<file path="config.mk">
export PLATFORM = sky130hd
export DESIGN_NAME = hazard_unit_flat
export DESIGN_NICKNAME = d
export VERILOG_FILES = /design/src/rtl/riscvx_pkg.sv /design/src/rtl/hazard_unit_if.sv /design/src/rtl/hazard_scoreboard.sv /design/src/rtl/hazard_unit.sv /design/src/flat_wrapper.sv
export SDC_FILE = /design/constraint.sdc
export NUM_CORES = 1
export LEC_CHECK = 0
export CAP_MARGIN = 20
export CORE_MARGIN = 5
export CORE_UTILIZATION = 50
export CTS_CLUSTER_DIAMETER = 80
export DETAILED_ROUTE_END_ITERATION = 8
export PLACE_DENSITY = 0.77
export SLEW_MARGIN = 20
export SYNTH_ARGS = -nofsm -noshare
export SYNTH_HDL_FRONTEND = slang
export SYNTH_SLANG_ARGS = --single-unit
</file>
<file path="constraint.sdc">
create_clock -name clk -period 1.8 [get_ports clk]
set_input_delay 0.18 -clock clk [delete_from_list [all_inputs] [get_ports clk]]
set_output_delay 0.18 -clock clk [all_outputs]
set_load 0.05 [all_outputs]
</file>
<file path="src/rtl/riscvx_pkg.sv">
// Shared constants and types for the hazard unit slice: register index
// width/count and the freeze FSM state encoding.
package riscvx_pkg;

  localparam int REG_AW   = 5;
  localparam int NUM_REGS = 32;

  typedef logic [REG_AW-1:0] reg_idx_t;

  // Freeze FSM encoding kept as plain constants for legacy tools.
  localparam logic [0:0] ST_IDLE = 1'b0;
  localparam logic [0:0] ST_WAIT = 1'b1;

endpackage

</file>
<file path="src/rtl/hazard_unit_if.sv">
// Pipeline <-> hazard unit signal bundle. The pipeline side (master) drives
// the ID/EX/MEM status and data-memory handshake; the hazard unit (slave)
// returns the stall/bubble/freeze controls and the timeout pulse.
interface hazard_unit_if;
  import riscvx_pkg::*;

  logic     valid_ID;
  reg_idx_t rs1_ID;
  reg_idx_t rs2_ID;
  logic     rs1_used_ID;
  logic     rs2_used_ID;
  logic     mdu_op_ID;
  logic     valid_EX;
  reg_idx_t rd_EX;
  logic     regwrite_EX;
  logic     memread_EX;
  logic     mdu_start_EX;
  logic     mdu_busy;
  logic     mdu_wb;
  reg_idx_t mdu_rd;
  logic     memaccess_MEM;
  logic     dmem_ready;

  logic     stall_IF;
  logic     stall_ID;
  logic     bubble_EX;
  logic     freeze;
  logic     mem_err;

  modport master (
    output valid_ID, rs1_ID, rs2_ID, rs1_used_ID, rs2_used_ID, mdu_op_ID,
           valid_EX, rd_EX, regwrite_EX, memread_EX, mdu_start_EX,
           mdu_busy, mdu_wb, mdu_rd, memaccess_MEM, dmem_ready,
    input  stall_IF, stall_ID, bubble_EX, freeze, mem_err
  );

  modport slave (
    input  valid_ID, rs1_ID, rs2_ID, rs1_used_ID, rs2_used_ID, mdu_op_ID,
           valid_EX, rd_EX, regwrite_EX, memread_EX, mdu_start_EX,
           mdu_busy, mdu_wb, mdu_rd, memaccess_MEM, dmem_ready,
    output stall_IF, stall_ID, bubble_EX, freeze, mem_err
  );

endinterface

</file>
<file path="src/rtl/hazard_scoreboard.sv">
// Busy-register scoreboard for in-flight MDU results. One bit per
// architectural register; x0 is never marked busy. Lookups ignore a bit
// that is being cleared this cycle because the regfile writes through.
module hazard_scoreboard
  import riscvx_pkg::*;
(
  input  logic     clk,
  input  logic     rst_n,
  input  logic     set_en,
  input  reg_idx_t set_rd,
  input  logic     clr_en,
  input  reg_idx_t clr_rd,
  input  reg_idx_t rs1,
  input  reg_idx_t rs2,
  output logic     busy_rs1,
  output logic     busy_rs2
);

  logic [NUM_REGS-1:0] busy_q;
  logic [NUM_REGS-1:0] busy_nxt;

  // Next busy vector: clear first so a same-register set in the same cycle wins.
  always_comb begin
    busy_nxt = busy_q;
    if (clr_en) busy_nxt[clr_rd] = 1'b0;
    if (set_en) busy_nxt[set_rd] = 1'b1;
    busy_nxt[0] = 1'b0;
  end

  // Busy state register, wiped by reset so no pending result survives it.
  always_ff @(posedge clk or negedge rst_n) begin
    if (!rst_n) busy_q <= '0;
    else        busy_q <= busy_nxt;
  end

  assign busy_rs1 = busy_q[rs1] && !(clr_en && (clr_rd == rs1));
  assign busy_rs2 = busy_q[rs2] && !(clr_en && (clr_rd == rs2));

endmodule

</file>
<file path="src/rtl/hazard_unit.sv">
// Hazard detection beside ID/EX: load-use, MDU scoreboard and MDU structural
// hazards produce stall+bubble; a data-memory wait freezes the whole pipe,
// with a timeout that releases the freeze and pulses mem_err.
//
//  state | meaning
//  IDLE  | no outstanding slow memory access
//  WAIT  | MEM access waiting on dmem_ready, wait_cnt counts low cycles
module hazard_unit #(
  parameter int MEM_TIMEOUT = 64,
  parameter int CNT_W       = 8
) (
  input  logic         clk,
  input  logic         rst_n,
  hazard_unit_if.slave hz
);
  import riscvx_pkg::*;

  localparam logic [CNT_W-1:0] TIMEOUT_CNT = CNT_W'(MEM_TIMEOUT);

  logic [0:0]       state, state_nxt;
  logic [CNT_W-1:0] wait_cnt, cnt_nxt;
  logic             mem_err_q, err_nxt;
  logic             timeout;
  logic             freeze_c;
  logic             busy_rs1, busy_rs2;
  logic             load_use, sb_hit, mdu_conf, hazard;

  assign timeout  = (state == ST_WAIT) && (wait_cnt == TIMEOUT_CNT);
  assign freeze_c = rst_n && hz.memaccess_MEM && !hz.dmem_ready && !timeout;

  // Freeze FSM next state: count consecutive not-ready cycles, give up at the limit.
  always_comb begin
    state_nxt = state;
    cnt_nxt   = wait_cnt;
    err_nxt   = 1'b0;
    case (state)
      ST_IDLE: begin
        if (hz.memaccess_MEM && !hz.dmem_ready) begin
          state_nxt = ST_WAIT;
          cnt_nxt   = CNT_W'(1);
        end
      end
      ST_WAIT: begin
        if (hz.dmem_ready) begin
          state_nxt = ST_IDLE;
          cnt_nxt   = '0;
        end else if (timeout) begin
          state_nxt = ST_IDLE;
          cnt_nxt   = '0;
          err_nxt   = 1'b1;
        end else begin
          cnt_nxt = wait_cnt + CNT_W'(1);
        end
      end
      default: begin
        state_nxt = ST_IDLE;
        cnt_nxt   = '0;
      end
    endcase
  end

  // Freeze FSM registers and the one-cycle timeout pulse.
  always_ff @(posedge clk or negedge rst_n) begin
    if (!rst_n) begin
      state     <= ST_IDLE;
      wait_cnt  <= '0;
      mem_err_q <= 1'b0;
    end else begin
      state     <= state_nxt;
      wait_cnt  <= cnt_nxt;
      mem_err_q <= err_nxt;
    end
  end

  // An MDU op issued while frozen does not leave EX, so it must not mark busy yet.
  hazard_scoreboard u_sb (
    .clk      (clk),
    .rst_n    (rst_n),
    .set_en   (hz.mdu_start_EX && (hz.rd_EX != '0) && !freeze_c),
    .set_rd   (hz.rd_EX),
    .clr_en   (hz.mdu_wb),
    .clr_rd   (hz.mdu_rd),
    .rs1      (hz.rs1_ID),
    .rs2      (hz.rs2_ID),
    .busy_rs1 (busy_rs1),
    .busy_rs2 (busy_rs2)
  );

  // Hazard sources that forwarding cannot cover.
  always_comb begin
    load_use = hz.valid_ID && hz.valid_EX && hz.memread_EX && hz.regwrite_EX &&
               (hz.rd_EX != '0) &&
               ((hz.rs1_used_ID && (hz.rs1_ID == hz.rd_EX)) ||
                (hz.rs2_used_ID && (hz.rs2_ID == hz.rd_EX)));
    sb_hit   = hz.valid_ID &&
               ((hz.rs1_used_ID && busy_rs1) || (hz.rs2_used_ID && busy_rs2));
    mdu_conf = hz.valid_ID && hz.mdu_op_ID && (hz.mdu_busy || hz.mdu_start_EX);
    hazard   = load_use || sb_hit || mdu_conf;
  end

  // Output priority: freeze holds everything, otherwise a hazard stalls and bubbles EX.
  always_comb begin
    hz.stall_IF  = 1'b0;
    hz.stall_ID  = 1'b0;
    hz.bubble_EX = 1'b0;
    hz.freeze    = 1'b0;
    if (rst_n) begin
      if (freeze_c) begin
        hz.freeze   = 1'b1;
        hz.stall_IF = 1'b1;
        hz.stall_ID = 1'b1;
      end else if (hazard) begin
        hz.stall_IF  = 1'b1;
        hz.stall_ID  = 1'b1;
        hz.bubble_EX = 1'b1;
      end
    end
  end

  assign hz.mem_err = mem_err_q;

endmodule

</file>
<file path="src/flat_wrapper.sv">
// flat-port wrapper written by rule: the top's interface ports become plain ports
module hazard_unit_flat import riscvx_pkg::*;
#(
  parameter int MEM_TIMEOUT = 64,
  parameter int CNT_W       = 8
)
  (clk, rst_n, hz_valid_ID, hz_rs1_ID, hz_rs2_ID, hz_rs1_used_ID, hz_rs2_used_ID, hz_mdu_op_ID, hz_valid_EX, hz_rd_EX, hz_regwrite_EX, hz_memread_EX, hz_mdu_start_EX, hz_mdu_busy, hz_mdu_wb, hz_mdu_rd, hz_memaccess_MEM, hz_dmem_ready, hz_stall_IF, hz_stall_ID, hz_bubble_EX, hz_freeze, hz_mem_err);
  hazard_unit_if hz_i ();
  input  logic clk;
  input  logic rst_n;
  input wire logic [$bits(hz_i.valid_ID)-1:0] hz_valid_ID;
  input wire logic [$bits(hz_i.rs1_ID)-1:0] hz_rs1_ID;
  input wire logic [$bits(hz_i.rs2_ID)-1:0] hz_rs2_ID;
  input wire logic [$bits(hz_i.rs1_used_ID)-1:0] hz_rs1_used_ID;
  input wire logic [$bits(hz_i.rs2_used_ID)-1:0] hz_rs2_used_ID;
  input wire logic [$bits(hz_i.mdu_op_ID)-1:0] hz_mdu_op_ID;
  input wire logic [$bits(hz_i.valid_EX)-1:0] hz_valid_EX;
  input wire logic [$bits(hz_i.rd_EX)-1:0] hz_rd_EX;
  input wire logic [$bits(hz_i.regwrite_EX)-1:0] hz_regwrite_EX;
  input wire logic [$bits(hz_i.memread_EX)-1:0] hz_memread_EX;
  input wire logic [$bits(hz_i.mdu_start_EX)-1:0] hz_mdu_start_EX;
  input wire logic [$bits(hz_i.mdu_busy)-1:0] hz_mdu_busy;
  input wire logic [$bits(hz_i.mdu_wb)-1:0] hz_mdu_wb;
  input wire logic [$bits(hz_i.mdu_rd)-1:0] hz_mdu_rd;
  input wire logic [$bits(hz_i.memaccess_MEM)-1:0] hz_memaccess_MEM;
  input wire logic [$bits(hz_i.dmem_ready)-1:0] hz_dmem_ready;
  output wire logic [$bits(hz_i.stall_IF)-1:0] hz_stall_IF;
  output wire logic [$bits(hz_i.stall_ID)-1:0] hz_stall_ID;
  output wire logic [$bits(hz_i.bubble_EX)-1:0] hz_bubble_EX;
  output wire logic [$bits(hz_i.freeze)-1:0] hz_freeze;
  output wire logic [$bits(hz_i.mem_err)-1:0] hz_mem_err;
  assign hz_i.valid_ID = hz_valid_ID;
  assign hz_i.rs1_ID = hz_rs1_ID;
  assign hz_i.rs2_ID = hz_rs2_ID;
  assign hz_i.rs1_used_ID = hz_rs1_used_ID;
  assign hz_i.rs2_used_ID = hz_rs2_used_ID;
  assign hz_i.mdu_op_ID = hz_mdu_op_ID;
  assign hz_i.valid_EX = hz_valid_EX;
  assign hz_i.rd_EX = hz_rd_EX;
  assign hz_i.regwrite_EX = hz_regwrite_EX;
  assign hz_i.memread_EX = hz_memread_EX;
  assign hz_i.mdu_start_EX = hz_mdu_start_EX;
  assign hz_i.mdu_busy = hz_mdu_busy;
  assign hz_i.mdu_wb = hz_mdu_wb;
  assign hz_i.mdu_rd = hz_mdu_rd;
  assign hz_i.memaccess_MEM = hz_memaccess_MEM;
  assign hz_i.dmem_ready = hz_dmem_ready;
  assign hz_stall_IF = hz_i.stall_IF;
  assign hz_stall_ID = hz_i.stall_ID;
  assign hz_bubble_EX = hz_i.bubble_EX;
  assign hz_freeze = hz_i.freeze;
  assign hz_mem_err = hz_i.mem_err;
  hazard_unit #(.MEM_TIMEOUT(MEM_TIMEOUT), .CNT_W(CNT_W)) u_core (.clk(clk), .rst_n(rst_n), .hz(hz_i));
endmodule
</file>
==> results of run 1 <==
==> stage by stage <==
stage / std cells / setup slack (ns) / area (um2) / total power, mW / utilization, %
after floorplan: 280 / -0.369 / 2820 / 1.75 / -
after global placement: 422 / -0.762 / 3590 / 2.09 / 65.5
after detailed placement: 422 / -0.771 / 3590 / 2.13 / 65.5
after CTS: 435 / -0.530 / 3810 / 2.75 / 69.6
after global routing: 440 / -0.618 / 3940 / 2.98 / 72.0
final: 440 / -0.564 / 3940 / 2.85 / 72.0
==> logic make-up (layout without fill, tap and decap cells) <==
| logic type | Yosys count | after routing | share of synthesized area, % |
|---|---|---|---|
| mux | 19 | 19 | 14.1 |
| fa+ha+maj | 2 | 2 | 0.899 |
| xor+xnor | 22 | 22 | 6.92 |
| simple gates | 80 | 80 | 17.1 |
| buf+inv | 22 | 110 | 3.82 |
| flops | 41 | 41 | 36.9 |
| compound gates | 94 | 94 | 20.2 |
==> state kept, by name (all words and copies together), names as in the netlist <==
| signal | count |
|---|---|
| u_core.state | 1 |
| u_core.wait_cnt | 8 |
| u_core.u_sb.busy_q | 31 |
| u_core.hz.mem_err | 1 |
==> cell usage after synthesis (2+ instances only) <==
cell type	n
xor2_1	5
nand3b_1	10
o31ai_1	5
clkbuf_1	11
nor3_1	3
nand2b_1	4
and2_1	2
mux4_1	3
nor2b_1	7
o21ai_1	11
buf_2	4
or3_1	2
dfrtp_1	41
nand3_1	10
mux4_2	12
buf_6	2
inv_1	4
or3b_2	5
xnor2_1	17
nand2_1	16
and3_1	2
a31oi_1	4
nor2_1	9
a221oi_1	2
mux2_2	3
o21ai_0	57
nand4_1	5
ha_1	2
==> per-layer routing <==
metal  vias to the layer above  share of wire (%)
met1                      1322                 41
met4                         0                1.8
met5                         -                  0
met2                       175                 46
li1                       1235                  -
met3                        28                 11
==> cells in the final DEF, fill, tap and decap left out, drive strengths merged, types with 2 or more instances in the layout <==
cell           count
nand4              5
nand3b            10
dlygate4sd2        3
nor2               9
inv                4
ha                 2
a31oi              4
xnor2             17
nand3             11
a221oi             3
mux4              15
nor2b              7
a21boi             2
and3               2
nor3               3
nand2             16
or3                2
o21ai             68
mux2               3
o31ai              5
or3b               5
bufbuf             2
dfrtp             41
xor2               5
clkinv             2
clkdlybuf4s50     28
buf               63
clkbuf             6
nand2b             4
and2               2
==> power groups by stage <==
stage	combinational (mW)	clock, mW	sequential (mW)
final	0.986	0.591	1.27
after global routing	1.07	0.642	1.27
after CTS	0.916	0.587	1.25
after detailed placement	0.863	0	1.26
after global placement	0.839	0	1.26
after floorplan	0.552	0	1.19
==> final cells by class <==
type	count	area, um2	share of cell area, %
clock buffers	6	72.6	1.84
well taps	72	90.1	2.29
flip-flops and latches	41	1030	26.0
inverters	4	15.0	0.381
clock inverters	2	10.0	0.254
repair buffers	98	928	23.6
multi-input cells	217	1800	45.6
==> final timing paths <==
path / from / to / slack, ns / cells after the start
max reg2reg: u_core.wait_cnt[7] / u_core.u_sb.busy_q[30] / -0.10 / 8
max in group asynchronous: rst_n / u_core.wait_cnt[5] / 1.42 / 2
min in group clk: rst_n / u_core.u_sb.busy_q[2] / 0.40 / 5
min reg2reg: u_core.wait_cnt[6] / u_core.wait_cnt[6] / 0.53 / 1
max: u_core.u_sb.busy_q[14] / hz_stall_ID / -0.56 / 7
min: rst_n / u_core.wait_cnt[1] / 0.02 / 2
==> worst max-delay path: stages (launching register included) <==
cell      delay (ns)
dfrtp_1         0.42
mux4_2          0.49
a22oi_2         0.18
o31ai_2         0.10
a221oi_2        0.23
buf_4           0.17
a41oi_4         0.10
buf_6           0.18
==> repair_timing <==
action	4_1_cts	5_1_grt
cloned	2	0
endpoints found under the setup margin	4	19
buffers inserted	3	5
pin swaps	4	20
resized for setup	17	33
==> flow_summary.json, run 1 <==
{
  "status": "finished, violations left",
  "violations": "negative setup slack",
  "netSwitchingFraction_pct": 33.3,
  "die_h_um": 84.6,
  "fin_skew_ns": 0.0101,
  "clock_path_buffers": 2,
  "route.detailed.drc": 0,
  "core-area_um2": 5470,
  "synthArstFlopShare_pct": 100,
  "fmax_ghz": 0.423,
  "peakVddDrop_v": 0.000497,
  "ios": 39,
  "synth-seq-cells": 41,
  "portBuffers": 38,
  "final.setup.tns_ns": -2.75,
  "cts.sinks": 41,
  "avgSynthCellArea_um2": 9.94,
  "p_clk_share_pct": 20.8,
  "start_util_pct": 50.8,
  "maxSlewViolCount": 0,
  "setup_viol": 25,
  "cts_hold_buf": 0,
  "grt_pass1_vias": 2778,
  "use_met3_pct": 8.34,
  "setup_ws_ns": -0.564,
  "area_growth_pct": 41.6,
  "antenna_cells": 0,
  "use_met2_pct": 37.7,
  "synth_top_cell_area_share_pct": 36.9,
  "final_layout_size_suffix_gt1_share_pct": 33.4,
  "holdWs_ns": 0.0181,
  "rows": 27,
  "cts_made_buffers": 5,
  "crit_required_ns": 1.62,
  "grt_pass1_wl_um": 14100,
  "first_pass_iters": 5,
  "p_sw_uw": 947,
  "clk_pin_slew_ns": 0.08,
  "p_comb_share_pct": 34.6,
  "tritoncts": "built",
  "die_w_um": 84.6,
  "track_usage_pct": 25.0,
  "synth-seq-area-share_pct": 36.9,
  "slew-limit-headroom_pct": 65.7,
  "gp_congestion": 0.961,
  "clock-root-buffer": "clkbuf_8",
  "antenna_left": 0,
  "hold_violations": 0,
  "rsz0062_at_grt": "true",
  "hold_path_class": "in -> async",
  "grt_overflow": 0,
  "ys_warn_count": 0,
  "cp-end-kind": "output pin",
  "synth.top_cells.by_area": "dfrtp_1 37%, o21ai_0 10%, mux4_2 9.7%, xnor2_1 5.4%, mux4_1 2.8%",
  "top_usage_layer": "met2",
  "drt_first_iter_violations": 245,
  "p_leak_nw": 1.58,
  "syn_inst": 280,
  "synth_area_um2": 2780,
  "path_max_fanout": 3,
  "worst_slew_pin_slew_ns": 0.514,
  "n_fill_cell": 383,
  "htree_levels": 2,
  "grt_max_degree": 42,
  "cp.arrival_ns": 2.18,
  "synth_top_area_cell": "dfrtp_1",
  "synth-edff-count": 0,
  "vias_per_cell": 6.27,
  "insertion_delay_ns": 0.30,
  "period_share_pct": 131,
  "maxCapViolations": 0,
  "finalNetCount": 403,
  "synth.distinct_cells": 50,
  "dpl.hpwl_um": 6440,
  "finalCriticalPeriod_ns": 2.36,
  "antenna_found_initial": 0,
  "vias": 2760,
  "start_kind": "flop",
  "dieArea_um2": 7160,
  "drt_wl_total_um": 8890,
  "syn-num-nets": 316,
  "p_seq_share_pct": 44.6,
  "use_met1_pct": 33.7,
  "power_density_nw_per_um2": 722,
  "wl_per_cell_um": 20.2,
  "synthFlopType": "dfrtp_1",
  "path_class": "reg -> out",
  "p_int_mw": 1.90
}
Note: power is estimated with default switching activity, not from simulation.
==> run 2: changes to the inputs <==
CORE_UTILIZATION = 55   (was 50)
PLACE_DENSITY = 0.8   (was 0.77)
clock period = 2.3 ns   (was 1.8 ns; I/O delays follow)
==> run 2 against run 1 <==
The flow still finishes with violations (negative setup slack); clock-buffer cell count decreased by 1; clock skew decreased by 0.0050 ns; die area decreased by 8.0%; via count decreased by 1.2%; utilization increased by 3.3 points; final cell count decreased by 7.0%; combinational power decreased by 30%; global-route usage increased by 4.0 points; largest power group unchanged; highest routed layer unchanged.
==> flow_summary.json, run 2 (synthesis gave the netlist of run 1 again) <==
{
  "rsz0062_at_grt": "true",
  "vias": 2727,
  "wl_per_cell_um": 21.9,
  "path_max_fanout": 3,
  "peakVddDrop_v": 0.000598,
  "crit_chain": "mux4_2, a22oi_2, o31ai_1, a221oi_2, buf_4, a41oi_4, buf_6",
  "dp_worst_setup_slack_ns": -0.364,
  "worst_slew_pin_slew_ns": 0.506,
  "maxSlewViolCount": 0,
  "route.detailed.drc": 0,
  "fin_util_pct": 75.2,
  "cts.sinks": 41,
  "vias_per_cell": 6.67,
  "power.total_mw": 2.13,
  "reg2reg_to": "u_core.u_sb.busy_q[27]",
  "slew-limit-headroom_pct": 66.3,
  "area_growth_pct": 30.3,
  "htree_levels": 2,
  "dieArea_um2": 6580,
  "p_leak_nw": 1.40,
  "first_pass_iters": 6,
  "status": "finished, violations left",
  "track_usage_pct": 28.9,
  "start_util_pct": 57.8,
  "drt_wl_total_um": 8950,
  "cp_slowest_stage_delay_ns": 0.49,
  "fin_skew_ns": 0.00515,
  "antenna_cells": 0,
  "grt_pass1_vias": 2647,
  "grt_max_degree": 42,
  "place_inst": 398,
  "timing.rr.start": "u_core.wait_cnt[0]",
  "antenna_found_initial": 0,
  "path_delay_family": "compound AO/OA/AOI/OAI gates",
  "start_kind": "flop",
  "hold_violations": 0,
  "violations": "negative setup slack",
  "period_share_pct": 108,
  "crit_required_ns": 2.07,
  "worst-r2r-cell-count": 7,
  "final_layout_size_suffix_gt1_share_pct": 25.1,
  "rows": 25,
  "regToRegSetupSlack_ns": 0.24,
  "fmax_ghz": 0.401,
  "gp_congestion": 0.925,
  "clock-root-buffer": "clkbuf_8",
  "maxCapViolations": 0,
  "cts_made_buffers": 5,
  "hold_path_class": "in -> async",
  "slowest_stage": "mux4_2",
  "finalCriticalPeriod_ns": 2.49,
  "dpl.hpwl_um": 6090,
  "antenna_left": 0,
  "largest_register_ffs": 31,
  "largest_registers": "u_core.u_sb.busy_q (31), u_core.wait_cnt (8)",
  "clock_path_buffers": 2,
  "power_density_nw_per_um2": 589,
  "insertion_delay_ns": 0.29,
  "finalNetCount": 379,
  "clk_pin_slew_ns": 0.07,
  "drt_first_iter_violations": 406,
  "grt_overflow": 0,
  "die_w_um": 81.1,
  "tritoncts": "built",
  "final-instance-count-excl-fill": 409,
  "path_class": "reg -> out",
  "top_register": "u_core.u_sb.busy_q",
  "mostFrequentLayoutCell": "o21ai_0",
  "core-area_um2": 4820,
  "cp.arrival_ns": 2.26,
  "holdWs_ns": 0.0711,
  "layout_common_cells": "57 x o21ai_0, 40 x dfrtp_1, 29 x buf_4, 28 x clkdlybuf4s50_1, 17 x xnor2_1",
  "cp-end-kind": "output pin",
  "cp.depth": 7,
  "portBuffers": 38,
  "setup_viol": 3,
  "ios": 39,
  "cp_num_buf_inv": 2,
  "setup_ws_ns": -0.192,
  "grt_pass1_wl_um": 14000,
  "die_h_um": 81.1
}
run 2: cell types whose count changed in the layout (fill, tap and decap cells not counted), sizes merged:
cell and delta:
buf -23, bufbuf -1, clkbuf -1, clkinv -1, dlygate4sd2 +1, dlymetal6s2s -1
run 2: worst reg2reg max path, cell delays in order (launching register included):
cell      delay, ns
dfrtp_1        0.43
inv_1          0.09
ha_1           0.15
and4bb_2       0.28
a21boi_2       0.09
a21boi_2       0.38
nand3_2        0.28
o31ai_1        0.26
run 2: power by group:
group	internal (mW)	leakage, nW	switching, mW
sequential	0.859	0.519	0.151
clock	0.200	0.0399	0.229
combinational	0.365	0.842	0.329
total	1.42	1.40	0.710
run 2: cell type report:
type | instances | area [um2]
clock buffers | 5 | 68.8
inverters | 4 | 15.0
well taps | 67 | 83.8
multi-input cells | 217 | 1710
repair buffers | 74 | 714
flip-flops and latches | 41 | 1030
fillers | 349 | 1190
clock inverters | 1 | 5.00
run 2: how the worst max path moves through the flow:
stage,start,to,slack [ns]
6_report,u_core.u_sb.busy_q[14],hz_stall_IF,-0.19
5_1_grt,u_core.u_sb.busy_q[14],hz_stall_IF,-0.26
4_1_cts,u_core.u_sb.busy_q[14],hz_stall_IF,-0.14
3_5_place_dp,hz_rs1_ID[1],hz_stall_IF,-0.36
3_3_place_gp,hz_rs2_ID[1],hz_stall_IF,-0.34
2_1_floorplan,hz_rs2_ID[2],hz_stall_IF,-0.03
run 2: timing repair:
| item | in CTS | in global routing |
|---|---|---|
| hold buffers | 0 | 0 |
| setup buffers | 4 | 0 |
| gates cloned | 1 | 0 |
| pin swaps | 4 | 5 |
| setup endpoints to repair | 3 | 3 |
| resized for setup | 15 | 8 |
run 2: metrics by stage:
stage | TNS [ns] | instance area [um2]
global route | -0.688 | 3620
floorplan | -0.0326 | 2810
finish | -0.511 | 3620
CTS | -0.362 | 3600
global placement | -0.964 | 3440
detailed placement | -1.06 | 3440
run 2: per-layer routing:
layer	vias up	share of wire, %	track usage [%]	wire length, um
li1	1180	-	-	-
met1	1300	38	38.8	3440
met2	211	45	43.2	4070
met3	36	12	8.09	1110
met4	0	3.8	14.0	337
met5	-	0	0	0
==> run 3: changes to the inputs <==
GPL_ROUTABILITY_DRIVEN = 0   (was not set)
==> results of run 3 <==
The final DEF is identical to that of run 2; final timing and power are the same.
